[src/rtl/fir_seq_ctrl.sv]
// rtl/fir_seq_ctrl.sv - sequencing and coefficient controller for a 33-tap transposed-form FIR datapath
module fir_seq_ctrl #(
  parameter int TAPS = 33,
  parameter int CW   = 16,
  parameter int DW   = 3,
  parameter int AW   = 6
) (
  input  logic               iClk_12M,
  input  logic               iRst,
  input  logic               iStart,
  input  logic               iStop,
  input  logic               iCoeffWe,
  input  logic [AW-1:0]      iCoeffAddr,
  input  logic [CW-1:0]      iCoeffData,
  input  logic               iSampleValid,
  input  logic [DW-1:0]      iSample,
  output logic               oSampleReady,
  output logic [DW-1:0]      oFirIn,
  output logic               oEnAcc,
  output logic [TAPS*CW-1:0] oCoeffBus,
  output logic               oOutValid,
  output logic [1:0]         oState,
  output logic               oCoeffErr
);

  localparam int FCW = $clog2(TAPS - 1);
  localparam logic [FCW-1:0] FLUSH_LAST = FCW'(TAPS - 2);

  typedef enum logic [1:0] {
    S_IDLE  = 2'b00,
    S_RUN   = 2'b01,
    S_FLUSH = 2'b10
  } state_t;

  state_t         state, next_state;
  logic [FCW-1:0] flush_cnt, flush_cnt_next;
  logic           zero_live;
  logic           accept, flush_issue, coeff_wr, coeff_rej, addr_ok;
  logic [CW-1:0]  coeff [TAPS];

  assign addr_ok      = (iCoeffAddr < AW'(TAPS));
  assign oSampleReady = (state == S_RUN);
  assign oState       = state;

  always_ff @(posedge iClk_12M or posedge iRst) begin
    if (iRst) state <= S_IDLE;
    else      state <= next_state;
  end

  // zero_live marks that the pulse now on oEnAcc is a flush zero; the
  // counter advances on those, so FLUSH lasts until the last zero is shown.
  always_comb begin
    next_state     = state;
    flush_cnt_next = flush_cnt;
    accept         = 1'b0;
    flush_issue    = 1'b0;
    coeff_wr       = 1'b0;
    coeff_rej      = 1'b0;
    case (state)
      S_IDLE: begin
        coeff_wr  = iCoeffWe && addr_ok;
        coeff_rej = iCoeffWe && !addr_ok;
        if (iStart && !iStop) next_state = S_RUN;
      end
      S_RUN: begin
        accept    = iSampleValid;
        coeff_rej = iCoeffWe;
        if (iStop) next_state = S_FLUSH;
      end
      S_FLUSH: begin
        coeff_rej = iCoeffWe;
        if (!zero_live) begin
          flush_issue = 1'b1;
        end else if (flush_cnt == FLUSH_LAST) begin
          next_state     = S_IDLE;
          flush_cnt_next = '0;
        end else begin
          flush_issue    = 1'b1;
          flush_cnt_next = flush_cnt + FCW'(1);
        end
      end
      default: next_state = S_IDLE;
    endcase
  end

  always_ff @(posedge iClk_12M or posedge iRst) begin
    if (iRst) begin
      oFirIn    <= '0;
      oEnAcc    <= 1'b0;
      oOutValid <= 1'b0;
      oCoeffErr <= 1'b0;
      zero_live <= 1'b0;
      flush_cnt <= '0;
    end else begin
      oEnAcc    <= accept | flush_issue;
      oOutValid <= oEnAcc;
      oCoeffErr <= coeff_rej;
      zero_live <= flush_issue;
      flush_cnt <= flush_cnt_next;
      if (accept)           oFirIn <= iSample;
      else if (flush_issue) oFirIn <= '0;
    end
  end

  // Writes only land in IDLE, so the datapath never sees a mid-stream change.
  always_ff @(posedge iClk_12M or posedge iRst) begin
    if (iRst) begin
      for (int k = 0; k < TAPS; k++) coeff[k] <= '0;
    end else begin
      for (int k = 0; k < TAPS; k++)
        if (coeff_wr && iCoeffAddr == AW'(k)) coeff[k] <= iCoeffData;
    end
  end

  for (genvar k = 0; k < TAPS; k++) begin : g_bus
    assign oCoeffBus[k*CW +: CW] = coeff[k];
  end

endmodule

[config.mk]
export PLATFORM = sky130hd
export DESIGN_NAME = fir_seq_ctrl
export DESIGN_NICKNAME = d
export VERILOG_FILES = /design/src/rtl/fir_seq_ctrl.sv
export SDC_FILE = /design/constraint.sdc
export NUM_CORES = 1
export LEC_CHECK = 0
export CAP_MARGIN = 20
export CELL_PAD_IN_SITES_DETAIL_PLACEMENT = 0
export CELL_PAD_IN_SITES_GLOBAL_PLACEMENT = 1
export CORE_AREA = 2 2 222 224
export CTS_CLUSTER_DIAMETER = 30
export DETAILED_ROUTE_END_ITERATION = 7
export DIE_AREA = 0 0 224 226
export DONT_BUFFER_PORTS = 1
export GPL_TIMING_DRIVEN = 0
export MAX_ROUTING_LAYER = met4
export PLACE_DENSITY = 0.77
export SLEW_MARGIN = 30
export SYNTH_ARGS = -nofsm -noshare
export SYNTH_HDL_FRONTEND = slang
export SYNTH_SLANG_ARGS = --single-unit
[constraint.sdc]
create_clock -name iClk_12M -period 21.1 [get_ports iClk_12M]
set_clock_uncertainty 0.2 [all_clocks]
set_input_delay 1.055 -clock iClk_12M [delete_from_list [all_inputs] [get_ports iClk_12M]]
set_output_delay 1.055 -clock iClk_12M [all_outputs]
set_load 0.01 [all_outputs]
==> results.sh, run 1 <==
export IMPL_status="complete, no violations"
export IMPL_ant_nets=0
export IMPL_path_max_fanout=10
export IMPL_crit_slowest_cell="dfrtp_1"
export IMPL_drt_first_pass_iters=5
export IMPL_hold_violations=0
export IMPL_vdd_ir_drop_max_v=0.0000818
export IMPL_placed_area_um2=21800
export IMPL_post_route_util_pct=52.4
export IMPL_maxCapViolations=0
export IMPL_core_um2=48300
export IMPL_synthToLayoutAreaGrowth_pct=21.6
export IMPL_fin_crit_sh_pct=14.5
export IMPL_dp_hpwl_um=42500
export IMPL_drc_errors=0
export IMPL_combPwrFrac_pct=7.5
export IMPL_worstMarginPinSlew_ns=0.856
export IMPL_post_cts_setup_buffer_count=0
export IMPL_slew_headroom_pct=42.9
export IMPL_start_util_pct=43.1
export IMPL_clk_pin_slew_ns=0.05
export IMPL_synth_edf_count=0
export IMPL_grtUsageTotal_pct=24.0
export IMPL_pwr_share_seq_pct=43.6
export IMPL_cpMostUsedCell="buf_2"
export IMPL_fin_nets=1408
export IMPL_final_setup_viol_count=0
export IMPL_grt_overflow=0
export IMPL_internal_power_mw=2.49
export IMPL_diodes=0
export IMPL_end_kind="flip-flop"
export IMPL_synthFlopType="dfrtp_1"
export IMPL_yosys_top_cells_area="dfrtp_1 65%, mux2_2 27%, mux2_1 1.3%"
export IMPL_fmax_ghz=0.326
export IMPL_syn_area_per_cell_um2=16.5
export IMPL_crit_type="reg2reg"
export IMPL_cts_buffers=100
export IMPL_slew_violations=0
export IMPL_synth_nets=1300
export IMPL_path_delay_family="buffers and inverters"
export IMPL_htree_num_levels=3
export IMPL_vias=11452
export IMPL_seq_area_frac_synth_pct=65.2
export IMPL_grt_pass1_vias=12369
export IMPL_clockRootBuffer="clkbuf_16"
export IMPL_cts_tree="built"
export IMPL_synth_distinct_cells=40
export IMPL_cts_resized=0
export IMPL_num_rows=81
export IMPL_syn_cell_area_um2=20800
export IMPL_rsz0062_at_grt="no"
export IMPL_vias_per_cell=5.52
export IMPL_port_buffers=0
export IMPL_hp_class="in2async"
export IMPL_die_h_um=226
export IMPL_power_switching_mw=0.899
export IMPL_worst_path_buf_inv=4
export IMPL_max_stage_delay_ns=0.51
export IMPL_cts_path_max_buffers=3
export IMPL_routed_wl_um=59500
export IMPL_grt_start_max_net_pins=89
export IMPL_synth_warnings=0
export IMPL_io_pins=568
export IMPL_crit_arrival_ns=3.35
export IMPL_dieArea_um2=50600
export IMPL_die_w_um=224
export IMPL_insertion_delay_ns=0.60
export IMPL_power_leakage_nw=12.6
export IMPL_cp_required_ns=21.39
export IMPL_synthCells=1262
export IMPL_gp_congestion=0.816
export IMPL_critical_path_cell_chain="inv_1, ha_1, buf_2, and4b_1, buf_4, nand2_1, buf_2, mux2_2"
export IMPL_worstSetupStartpointType="flip-flop"
export IMPL_grt_antenna_before_repair=1
export IMPL_swShare_pct=26.6
export IMPL_ys_seq_elements=542
export IMPL_powerDensity_nw_per_um2=134
export IMPL_synth_top_area_share_pct=65.2
export IMPL_period_needed_ns=3.07
export IMPL_post_drt_wl_per_cell_um=28.6
export IMPL_cts_hold_repair_buffers=0
export IMPL_async_flop_share_pct=100
export IMPL_synth_top_cell_by_area="dfrtp_1"
export IMPL_clkPwrFrac_pct=48.9
export IMPL_drt_iter0_drc=452
export IMPL_fin_area_um2=25300
export IMPL_grt_pass1_wl_um=85800
export IMPL_numClockSinks=542
export IMPL_drive_gt1_share_pct=52.5
-- per-layer routing --
metal  GRT usage (%)  vias to the layer above  share of wire, %
li1                -                     4691                 -
met2            37.9                      489                49
met5               -                        -                 0
met1            27.2                     6124                38
met3            8.81                      148               9.2
met4            11.3                        0               4.2
-- worst reg2reg max path, delay by kind of cell, from the launching register on --
family                   cells  cell delay (ns)
adder cells (fa/ha/maj)      1             0.19
AND/OR/NAND/NOR              2             0.73
flip-flops                   1             0.51
multiplexers                 1             0.38
buffers and inverters        4             0.94
-- cells in the mapped netlist (5+ instances only) --
cell / instances
dfrtp_1: 542
clkbuf_1: 49
nand3_1: 5
o21ai_0: 8
nand2_1: 12
buf_2: 32
nor2_4: 6
mux2_1: 24
ha_1: 7
mux2_2: 507
buf_4: 10
nand3_2: 10
-- cells by family (layout without fill, tap and decap cells) --
kind of cell | after synthesis | in the layout | synth area share, %
compound gates | 13 | 13 | 0.355
fa+ha+maj | 7 | 7 | 0.421
flops | 542 | 542 | 65.2
buf+inv | 95 | 287 | 2.09
mux | 531 | 531 | 28.7
simple gates | 74 | 74 | 3.24
-- through the flow --
| step | TNS [ns] | power, mW | hold WS, ns | instances | setup WS (ns) |
|---|---|---|---|---|---|
| after CTS | 0 | 3.42 | 0.0608 | 2076 | 18.02 |
| after global routing | 0 | 3.50 | 0.0861 | 2076 | 17.89 |
| after floorplan | 0 | 1.62 | 0.216 | 1262 | 4.69 |
| final | 0 | 3.38 | 0.0907 | 2076 | 18.03 |
| after global placement | -82.62 | 1.72 | 0.240 | 1884 | -0.224 |
| after detailed placement | 0 | 1.75 | 0.237 | 1890 | 17.96 |
-- power by group through the flow --
| stage | clock network (mW) | registers, mW | logic, mW |
|---|---|---|---|
| floorplan | 0 | 1.41 | 0.206 |
| global placement | 0 | 1.49 | 0.236 |
| detailed placement | 0 | 1.49 | 0.254 |
| CTS | 1.68 | 1.48 | 0.256 |
| global route | 1.73 | 1.49 | 0.281 |
| finish | 1.66 | 1.48 | 0.253 |
-- final timing paths --
check | start | to | slack (ns) | depth (start not counted)
max | oState[1] | oCoeffBus[389] | 18.03 | 8
min | iRst | oCoeffBus[258] | 0.09 | 1
max reg2reg | oState[1] | oCoeffBus[389] | 18.03 | 8
min reg2reg | oEnAcc | oOutValid | 0.24 | 0
max in group asynchronous | iRst | oCoeffBus[405] | 18.95 | 4
min in group iClk_12M | oEnAcc | oOutValid | 0.24 | 0
-- cells in the final DEF (no fill, tap or decap), types with 2 or more instances in the layout --
cell,n
clkbuf_16,103
buf_4,10
nor2_4,6
nor4_4,2
clkbuf_8,12
buf_2,32
clkinv_4,6
ha_1,7
nand2_1,12
and4bb_2,3
inv_8,2
bufinv_16,15
clkinvlp_4,8
dfrtp_1,542
nor4b_1,2
nor2_2,3
nand3_1,5
nand2_2,2
nand4b_2,2
nor2b_1,4
nand3_2,10
inv_1,3
inv_6,9
buf_16,6
nand4_4,4
clkinv_2,16
clkbuf_1,64
o21ai_0,8
mux2_1,24
mux2_2,507
nand2b_1,4
nand4b_1,3
-- cell type report --
type,count,area (um2)
clock buffer,130,2800
multi-input combinational,625,6820
clock inverter,56,753
timing repair buffer,6,165
inverter,4,22.5
buffer,91,419
fill,3980,23000
tap,622,778
sequential,542,13600
-- sequential cells by signal, indices dropped and copies added, names as in the netlist --
name and cells:
flush_cnt 5, oOutValid 1, zero_live 1, oFirIn 3
oCoeffBus 528, oCoeffErr 1, oEnAcc 1, oState 2
No activity file was read; power rests on OpenSTA's default activity.
==> run 2: changes to the inputs <==
--- a/config.mk
+++ b/config.mk
@@ -8,14 +8,14 @@
 export CAP_MARGIN = 20
 export CELL_PAD_IN_SITES_DETAIL_PLACEMENT = 0
 export CELL_PAD_IN_SITES_GLOBAL_PLACEMENT = 1
-export CORE_AREA = 2 2 222 224
+export CORE_AREA = 2 2 220 222
 export CTS_CLUSTER_DIAMETER = 30
 export DETAILED_ROUTE_END_ITERATION = 7
-export DIE_AREA = 0 0 224 226
+export DIE_AREA = 0 0 222 224
 export DONT_BUFFER_PORTS = 1
 export GPL_TIMING_DRIVEN = 0
 export MAX_ROUTING_LAYER = met4
-export PLACE_DENSITY = 0.77
+export PLACE_DENSITY = 0.81
 export SLEW_MARGIN = 30
 export SYNTH_ARGS = -nofsm -noshare
 export SYNTH_HDL_FRONTEND = slang
==> constraint.sdc (replaced) <==
create_clock -name iClk_12M -period 2.54 [get_ports iClk_12M]
set_clock_uncertainty 0.2 [all_clocks]
set_input_delay 0.127 -clock iClk_12M [delete_from_list [all_inputs] [get_ports iClk_12M]]
set_output_delay 0.127 -clock iClk_12M [all_outputs]
set_load 0.01 [all_outputs]
==> run 2 against run 1 <==
Effect of this change:
- hold slack lost 0.081 ns
- critical path depth did not move
- die area is 1.8% lower
- critical path type unchanged
- critical endpoint is now oCoeffBus[262]
- highest routed layer unchanged
==> results.sh, run 2 (same netlist as run 1, synthesis figures left out) <==
export IMPL_status="complete, no violations"
export IMPL_die_w_um=222
export IMPL_path_max_fanout=9
export IMPL_grt_antenna_before_repair=4
export IMPL_grt_overflow=0
export IMPL_port_buffers=0
export IMPL_start_util_pct=44.0
export IMPL_fillCellCount=3628
export IMPL_htree_num_levels=3
export IMPL_vias_per_cell=5.54
export IMPL_power_leakage_nw=13.2
export IMPL_final_setup_viol_count=0
export IMPL_drt_iter0_drc=481
export IMPL_min_from="iCoeffWe"
export IMPL_grt_start_max_net_pins=33
export IMPL_critical_path_cell_chain="inv_2, ha_2, buf_6, and4b_2, buf_12, nand3_4, buf_12, mux2_2"
export IMPL_hp_class="in2reg"
export IMPL_num_rows=80
export IMPL_synthToLayoutAreaGrowth_pct=27.8
export IMPL_place_ws_ns=-0.620
export IMPL_worst_path_buf_inv=4
export IMPL_fin_area_um2=26600
export IMPL_grtUsageTotal_pct=25.6
export IMPL_powerDensity_nw_per_um2=1060
export IMPL_drive_gt1_share_pct=53.6
export IMPL_dp_hpwl_um=43100
export IMPL_cts_tree="built"
export IMPL_layout_common_cells="540 x dfrtp_1, 507 x mux2_2, 110 x clkbuf_16, 62 x clkbuf_1, 43 x buf_4"
export IMPL_ant_nets=0
export IMPL_cts_path_max_buffers=3
export IMPL_crit_path_start="oState[1]"
export IMPL_crit_type="reg2reg"
export IMPL_end_kind="flip-flop"
export IMPL_numClockSinks=542
export IMPL_fmax_ghz=0.411
export IMPL_gp_congestion=0.799
export IMPL_worstSetupStartpointType="flip-flop"
export IMPL_clk_pin_slew_ns=0.05
export IMPL_path_delay_family="buffers and inverters"
export IMPL_cpMostUsedCell="buf_12"
export IMPL_power_mw=28.2
export IMPL_setup_ws_ns=0.109
export IMPL_core_um2=47300
export IMPL_cp_required_ns=2.83
export IMPL_rsz0062_at_grt="no"
export IMPL_crit_slowest_cell="dfrtp_2"
export IMPL_crit_arrival_ns=2.72
export IMPL_largest_reg_flops=528
export IMPL_fin_tns_setup_ns=0
export IMPL_vias=11962
export IMPL_drt_first_pass_iters=4
export IMPL_slew_headroom_pct=35.7
export IMPL_maxCapViolations=0
export IMPL_io_pins=568
export IMPL_cts_buffers=102
export IMPL_placed_area_um2=22000
export IMPL_vdd_ir_drop_max_v=0.000607
export IMPL_post_drt_wl_per_cell_um=28.9
export IMPL_slew_violations=0
export IMPL_worstMarginPinSlew_ns=0.965
export IMPL_max_stage_delay_ns=0.47
export IMPL_crit_reg2reg_launch="oState[1]"
export IMPL_clockRootBuffer="clkbuf_16"
export IMPL_routed_wl_um=62300
export IMPL_dieArea_um2=49700
export IMPL_fin_nets=1496
export IMPL_insertion_delay_ns=0.61
export IMPL_grt_pass1_vias=12889
export IMPL_die_h_um=224
export IMPL_grt_pass1_wl_um=90000
export IMPL_fin_crit_sh_pct=95.7
export IMPL_hold_violations=0
export IMPL_period_needed_ns=2.43
export IMPL_mostFrequentLayoutCell="dfrtp_1"
export IMPL_drc_errors=0
==> run 2: per-stage QoR <==
stage / instances / utilization (%) / hold WS, ns
after floorplan: 1262 / - / 0.0655
after global placement: 1877 / 45.6 / 0.0804
after detailed placement: 1896 / 46.4 / -0.113
after CTS: 2129 / 55.3 / -0.279
after global routing: 2159 / 56.2 / 0.00674
final: 2160 / 56.2 / 0.00926
==> run 2: worst register-to-register path: stages, from the launching register on <==
cell,delay [ns]
dfrtp_2,0.47
inv_2,0.10
ha_2,0.18
buf_6,0.15
and4b_2,0.33
buf_12,0.16
nand3_4,0.19
buf_12,0.26
mux2_2,0.28
==> run 2: per-layer routing <==
| metal | wire (um) | global-route usage [%] | up-vias |
|---|---|---|---|
| met2 | 31000 | 40.7 | 547 |
| met5 | 0 | - | - |
| met1 | 23400 | 28.6 | 6361 |
| met3 | 5460 | 9.50 | 153 |
| li1 | - | - | 4901 |
| met4 | 2470 | 12.1 | 0 |
==> run 2: final cells by class <==
type                       instances  area, um2  share of cell area [%]
clock inverter                    55        651                    2.45
multi-input combinational        625       6950                    26.1
timing repair buffer              96       1170                    4.39
sequential                       542      13600                    51.0
buffer                            87        582                    2.19
inverter                           4       18.8                  0.0706
antenna                            4       10.0                  0.0376
clock buffer                     132       2880                    10.8
tap                              615        769                    2.89
==> run 2: repair_timing <==
item | CTS | global route
resized for setup | 57 | 29
setup buffers | 10 | 25
hold endpoints to repair | 716 | 56
hold buffers | 37 | 1
pin swaps | 7 | 9
setup endpoints to repair | 369 | 307
cloned | 0 | 4
==> run 2: final timing paths <==
check,endpoint,slack (ns),depth (start not counted)
worst max-delay path,oCoeffBus[262],0.11,8
worst min-delay path,oCoeffBus[218],0.009,4
worst max register to register,oCoeffBus[262],0.11,8
worst min register to register,oOutValid,0.26,0
max in group asynchronous,oCoeffBus[175],0.26,9
min in group asynchronous,oCoeffBus[306],0.50,4
==> run 2: report_power, final <==
group / total (mW) / internal, mW / switching (mW)
registers: 12.3 / 10.2 / 2.11
logic: 2.35 / 1.31 / 1.04
clock network: 13.6 / 9.11 / 4.49
total: 28.2 / 20.6 / 7.63
